`src/rtl/ram32x4_arbiter.sv`:
```
`default_nettype none
// +----------------------------------------------------------------------------+
// | ram32x4_arbiter : round-robin single-port access controller for the 32x4  |
// |                   RAM (write/read requesters) with a full-memory clear.    |
// | Revision        : 1.0                                                       |
// +----------------------------------------------------------------------------+
module ram32x4_arbiter #(
  parameter int unsigned       ADDR_W    = 5,
  parameter int unsigned       DATA_W    = 4,
  parameter logic [DATA_W-1:0] CLEAR_VAL = '0
) (
  input  logic              clk,
  input  logic              reset,
  input  logic              clear_start,
  input  logic              wr_req,
  input  logic [ADDR_W-1:0] wr_addr,
  input  logic [DATA_W-1:0] wr_data,
  output logic              wr_gnt,
  input  logic              rd_req,
  input  logic [ADDR_W-1:0] rd_addr,
  output logic              rd_gnt,
  output logic              rd_valid,
  output logic [DATA_W-1:0] rd_data,
  output logic              busy,
  output logic [ADDR_W-1:0] ram_addr,
  output logic [DATA_W-1:0] ram_data,
  output logic              ram_wren,
  input  logic [DATA_W-1:0] ram_q
);

  typedef enum logic [0:0] {
    IDLE  = 1'b0,
    CLEAR = 1'b1
  } state_t;

  localparam logic [ADDR_W-1:0] c_last_addr = {ADDR_W{1'b1}};
  localparam logic [ADDR_W-1:0] c_addr_one  = {{(ADDR_W-1){1'b0}}, 1'b1};

  state_t            state_q, state_d;
  logic [ADDR_W-1:0] cnt_q, cnt_d;
  logic              prio_rd_q, prio_rd_d;   // 0: write wins a tie, 1: read wins
  logic              rd_valid_q, rd_valid_d;

  logic              w_grant_wr;
  logic              w_grant_rd;

  always_ff @(posedge clk) begin
    if (reset) begin
      state_q    <= IDLE;
      cnt_q      <= '0;
      prio_rd_q  <= 1'b0;
      rd_valid_q <= 1'b0;
    end else begin
      state_q    <= state_d;
      cnt_q      <= cnt_d;
      prio_rd_q  <= prio_rd_d;
      rd_valid_q <= rd_valid_d;
    end
  end

  always_comb begin
    w_grant_wr = wr_req && (!rd_req || !prio_rd_q);
    w_grant_rd = rd_req && (!wr_req ||  prio_rd_q);
  end

  // The RAM samples its inputs on the same edge that applies reset, so every
  // RAM-facing output is forced quiet while reset is high; this keeps an
  // aborted clear from writing one extra word.
  always_comb begin
    state_d    = state_q;
    cnt_d      = cnt_q;
    prio_rd_d  = prio_rd_q;
    rd_valid_d = 1'b0;
    wr_gnt     = 1'b0;
    rd_gnt     = 1'b0;
    busy       = 1'b0;
    ram_wren   = 1'b0;
    ram_addr   = '0;
    ram_data   = '0;

    if (!reset) begin
      case (state_q)
        IDLE: begin
          if (clear_start) begin
            state_d = CLEAR;
            cnt_d   = '0;
          end else if (w_grant_wr) begin
            wr_gnt    = 1'b1;
            ram_wren  = 1'b1;
            ram_addr  = wr_addr;
            ram_data  = wr_data;
            prio_rd_d = 1'b1;
          end else if (w_grant_rd) begin
            rd_gnt     = 1'b1;
            ram_addr   = rd_addr;
            rd_valid_d = 1'b1;
            prio_rd_d  = 1'b0;
          end
        end
        CLEAR: begin
          busy     = 1'b1;
          ram_wren = 1'b1;
          ram_addr = cnt_q;
          ram_data = CLEAR_VAL;
          if (cnt_q == c_last_addr) begin
            state_d = IDLE;
            cnt_d   = '0;
          end else begin
            cnt_d = cnt_q + c_addr_one;
          end
        end
        default: begin
          state_d = IDLE;
          cnt_d   = '0;
        end
      endcase
    end
  end

  always_comb begin
    rd_valid = rd_valid_q;
    rd_data  = rd_valid_q ? ram_q : '0;
  end

endmodule
`default_nettype wire

```
`config.mk`:
```
export PLATFORM = sky130hd
export DESIGN_NAME = ram32x4_arbiter
export DESIGN_NICKNAME = d
export VERILOG_FILES = /design/src/rtl/ram32x4_arbiter.sv
export SDC_FILE = /design/constraint.sdc
export NUM_CORES = 1
export LEC_CHECK = 0
export ABC_CLOCK_PERIOD_IN_PS = 1800
export CORE_ASPECT_RATIO = 0.8
export CORE_MARGIN = 2
export CORE_UTILIZATION = 23
export DETAILED_ROUTE_END_ITERATION = 7
export SETUP_SLACK_MARGIN = 0.05
export SLEW_MARGIN = 10
export SYNTH_ARGS = -nofsm -noshare
export SYNTH_HDL_FRONTEND = slang
export SYNTH_SLANG_ARGS = --single-unit
```
`constraint.sdc`:
```
create_clock -name clk -period 1.8 [get_ports clk]
set_input_delay 0.36 -clock clk [delete_from_list [all_inputs] [get_ports clk]]
set_output_delay 0.36 -clock clk [all_outputs]
set_load 0.1 [all_outputs]
```
==> results.py <==
metrics = {
    "status": {
        "status": "finished, violations left",
        "violations": "DRC, setup timing",
    },
    "cells_and_area": {
        "syn_to_final_growth_pct": 148.2,
        "drive_above_1_share": 0.5630,
        "seqCellArea_um2": 170.2,
        "multi_input_area_um2": 469.2,
        "final_cell_mix": "clkdlybuf4s50_1 (18), buf_12 (18), buf_4 (14)",
        "diodes": 0,
        "final.fill_count": 192,
        "fin_util": 0.6226,
        "nets": 146,
    },
    "timing": {
        "maxSlewViolCount": 0,
        "hold_ws_ns": 0.5295,
        "rsz0062_at_grt": "true",
        "worstMarginPinSlew_ns": 0.1758,
        "slew_headroom": 0.8822,
        "fmax_mhz": 531.6,
        "fin_tns_setup_ns": -0.3916,
        "final_hold_viol_count": 0,
        "finalSetupViolCount": 5,
        "period_needed_ns": 1.881,
        "final.setup.worst_slack_ns": -0.08129,
        "fin_crit_sh": 1.045,
        "finClkSkew_ns": 0.009189,
    },
    "synthesis": {
        "ys_ff_latch": 8,
        "yosysWarnings": 0,
        "yosysUniqueCellTypes": 26,
        "yosysTopAreaCell": "dfxtp_1",
        "syn_area_per_cell_um2": 8.547,
        "synth_nets": 90,
        "ys_seq_area_frac": 0.2883,
        "synthCells": 65,
        "ys_top_cells_by_area": "dfxtp_1 (29%), and2_1 (15%), a221o_1 (9.0%)",
        "syn_area_um2": 555.5,
        "netlist.area_leader.share": 0.2883,
    },
    "power_and_ir_drop": {
        "max-vdd-ir-drop_uv": 263.3,
        "p_leak_nw": 0.5776,
        "p_per_area_nw_per_um2": 453.5,
        "report.power.total_w": 0.0006253,
    },
    "worst_setup_path": {
        "criticalPathCategory": "reg2out",
        "arrival_ns": 1.52,
        "worstPathRequired_ns": 1.44,
        "path_cells": "nor2b_4 > and4bb_4 > a221o_4 > buf_12",
        "critical_path.max_stage_delay_ns": 0.38,
        "end_kind": "output port",
        "crit_slowest_cell": "a221o_4",
        "crit_fanout": 7,
        "critPathTopFamily": "compound AO/OA/AOI/OAI gates",
        "start_kind": "register",
        "critPathBufInv": 1,
    },
    "clocking": {
        "ctsHoldBuffers": 0,
        "clockBufferDepth": 2,
        "clock_sinks": 8,
        "clockRootBuffer": "clkbuf_4",
        "path_clk_slew_ns": 0.06,
        "tritoncts": "done",
        "htreeDepth": 1,
        "clk_latency_ns": 0.26,
        "cts_buffers": 3,
    },
    "floorplan": {
        "ios": 41,
        "die_y_um": 47.96,
        "die_w_um": 58.95,
        "core_um2": 2215,
        "start_util": 0.2508,
        "die-area_um2": 2827,
        "rows": 15,
    },
    "detailed_routing": {
        "vias_per_cell": 4.813,
        "drt_iter0_drc": 18,
        "drtAntennaViolNets": 0,
        "firstDrtPassIters": 6,
        "wire_per_inst_um": 13.60,
        "vias": 693,
        "wl_um": 1958,
        "drc": 7,
    },
    "global_route": {
        "grt_pass1_wl_um": 3049,
        "grt_pass1_vias": 645,
        "antenna_found_initial": 0,
        "grtUsageTotal": 0.1508,
        "grt_max_degree": 8,
        "grt_overflow": 0,
    },
    "placement": {
        "gp_congestion": 0.7738,
        "hpwl_um": 1575,
        "numPortBuffers": 40,
    },
    "job": {
        "drv_cap": 0,
    },
    "hold_path": {
        "hold_path.class": "reg2reg",
    },
}
[area by class of cell]
cell class / count / share of cell area
clock buffer: 3 / 0.01633
inverter: 1 / 0.002722
multi-input combinational: 52 / 0.3403
sequential: 8 / 0.1234
tap: 25 / 0.02269
timing repair buffer: 55 / 0.4946
[final timing paths]
kind / from / end / slack, ns / cells past startpoint
worst max register to register: cnt_q[0] / cnt_q[3] / 0.14 / 6
worst max-delay path: prio_rd_q / ram_addr[4] / -0.08 / 4
worst min-delay path: cnt_q[2] / cnt_q[2] / 0.53 / 2
worst min register to register: cnt_q[2] / cnt_q[2] / 0.53 / 2
[through the flow]
step                worst slack, ns  instance area, um2  instances
floorplan                   -0.1185               660.6         65
global placement            -0.5276                1316        139
detailed placement          -0.5308                1316        139
CTS                        -0.07792                1366        143
global route                -0.1280                1379        144
finish                     -0.08129                1379        144
[flip-flops by register name, indices dropped and copies added, names as in the netlist]
register / flops
cnt_q: 5
prio_rd_q: 1
rd_valid: 1
state_q: 1
[worst reg2reg max path, cell delays in order (launching register included)]
cell,delay (ns)
dfxtp_2,0.34
ha_2,0.19
and3_1,0.18
ha_1,0.20
and2b_1,0.20
or3b_1,0.34
a31oi_1,0.13
[Yosys cell counts]
library cell / instances
and2_1: 13
nor3b_1: 3
nand2_1: 3
ha_1: 2
buf_4: 1
nor2_1: 5
a21oi_1: 4
dfxtp_1: 8
a211oi_1: 1
inv_1: 1
and3_1: 1
nand3b_1: 1
a31oi_1: 2
a221o_1: 5
and2b_1: 1
nor2_2: 1
mux2i_1: 1
and4_4: 1
buf_6: 2
buf_2: 1
or3b_1: 1
a21bo_2: 1
o21ai_0: 1
nor2b_1: 2
and4bb_1: 1
nand3_1: 2
[where the power goes]
part	internal [W]	switching, W	total, W
registers	0.000183	0.00000893	0.000192
clock network	0.0000767	0.0000670	0.000144
logic	0.000139	0.000151	0.000290
total	0.000399	0.000227	0.000625
[routing by layer]
metal,up-vias,global-route usage,wire length (um)
li1,347,-,-
met1,304,0.1913,869
met2,39,0.2356,786
met3,3,0.07297,293
met4,0,0.03182,9
met5,-,0,0
[logic make-up (layout without fill, tap and decap cells)]
| group | Yosys count | count (layout) | share of synthesized area |
|---|---|---|---|
| compound gates | 14 | 14 | 0.1892 |
| fa+ha+maj | 2 | 2 | 0.04504 |
| buf+inv | 5 | 59 | 0.06981 |
| simple gates | 35 | 35 | 0.3897 |
| mux | 1 | 1 | 0.01802 |
| flops | 8 | 8 | 0.2883 |
[timing repair]
item | 4_1_cts | 5_1_grt
pin swaps | 4 | 3
cloned | 0 | 0
resized for setup | 16 | 9
setup endpoints to repair | 13 | 12
hold endpoints to repair | 0 | 0
setup buffers | 1 | 1
Power figures use the tool's default switching activity.
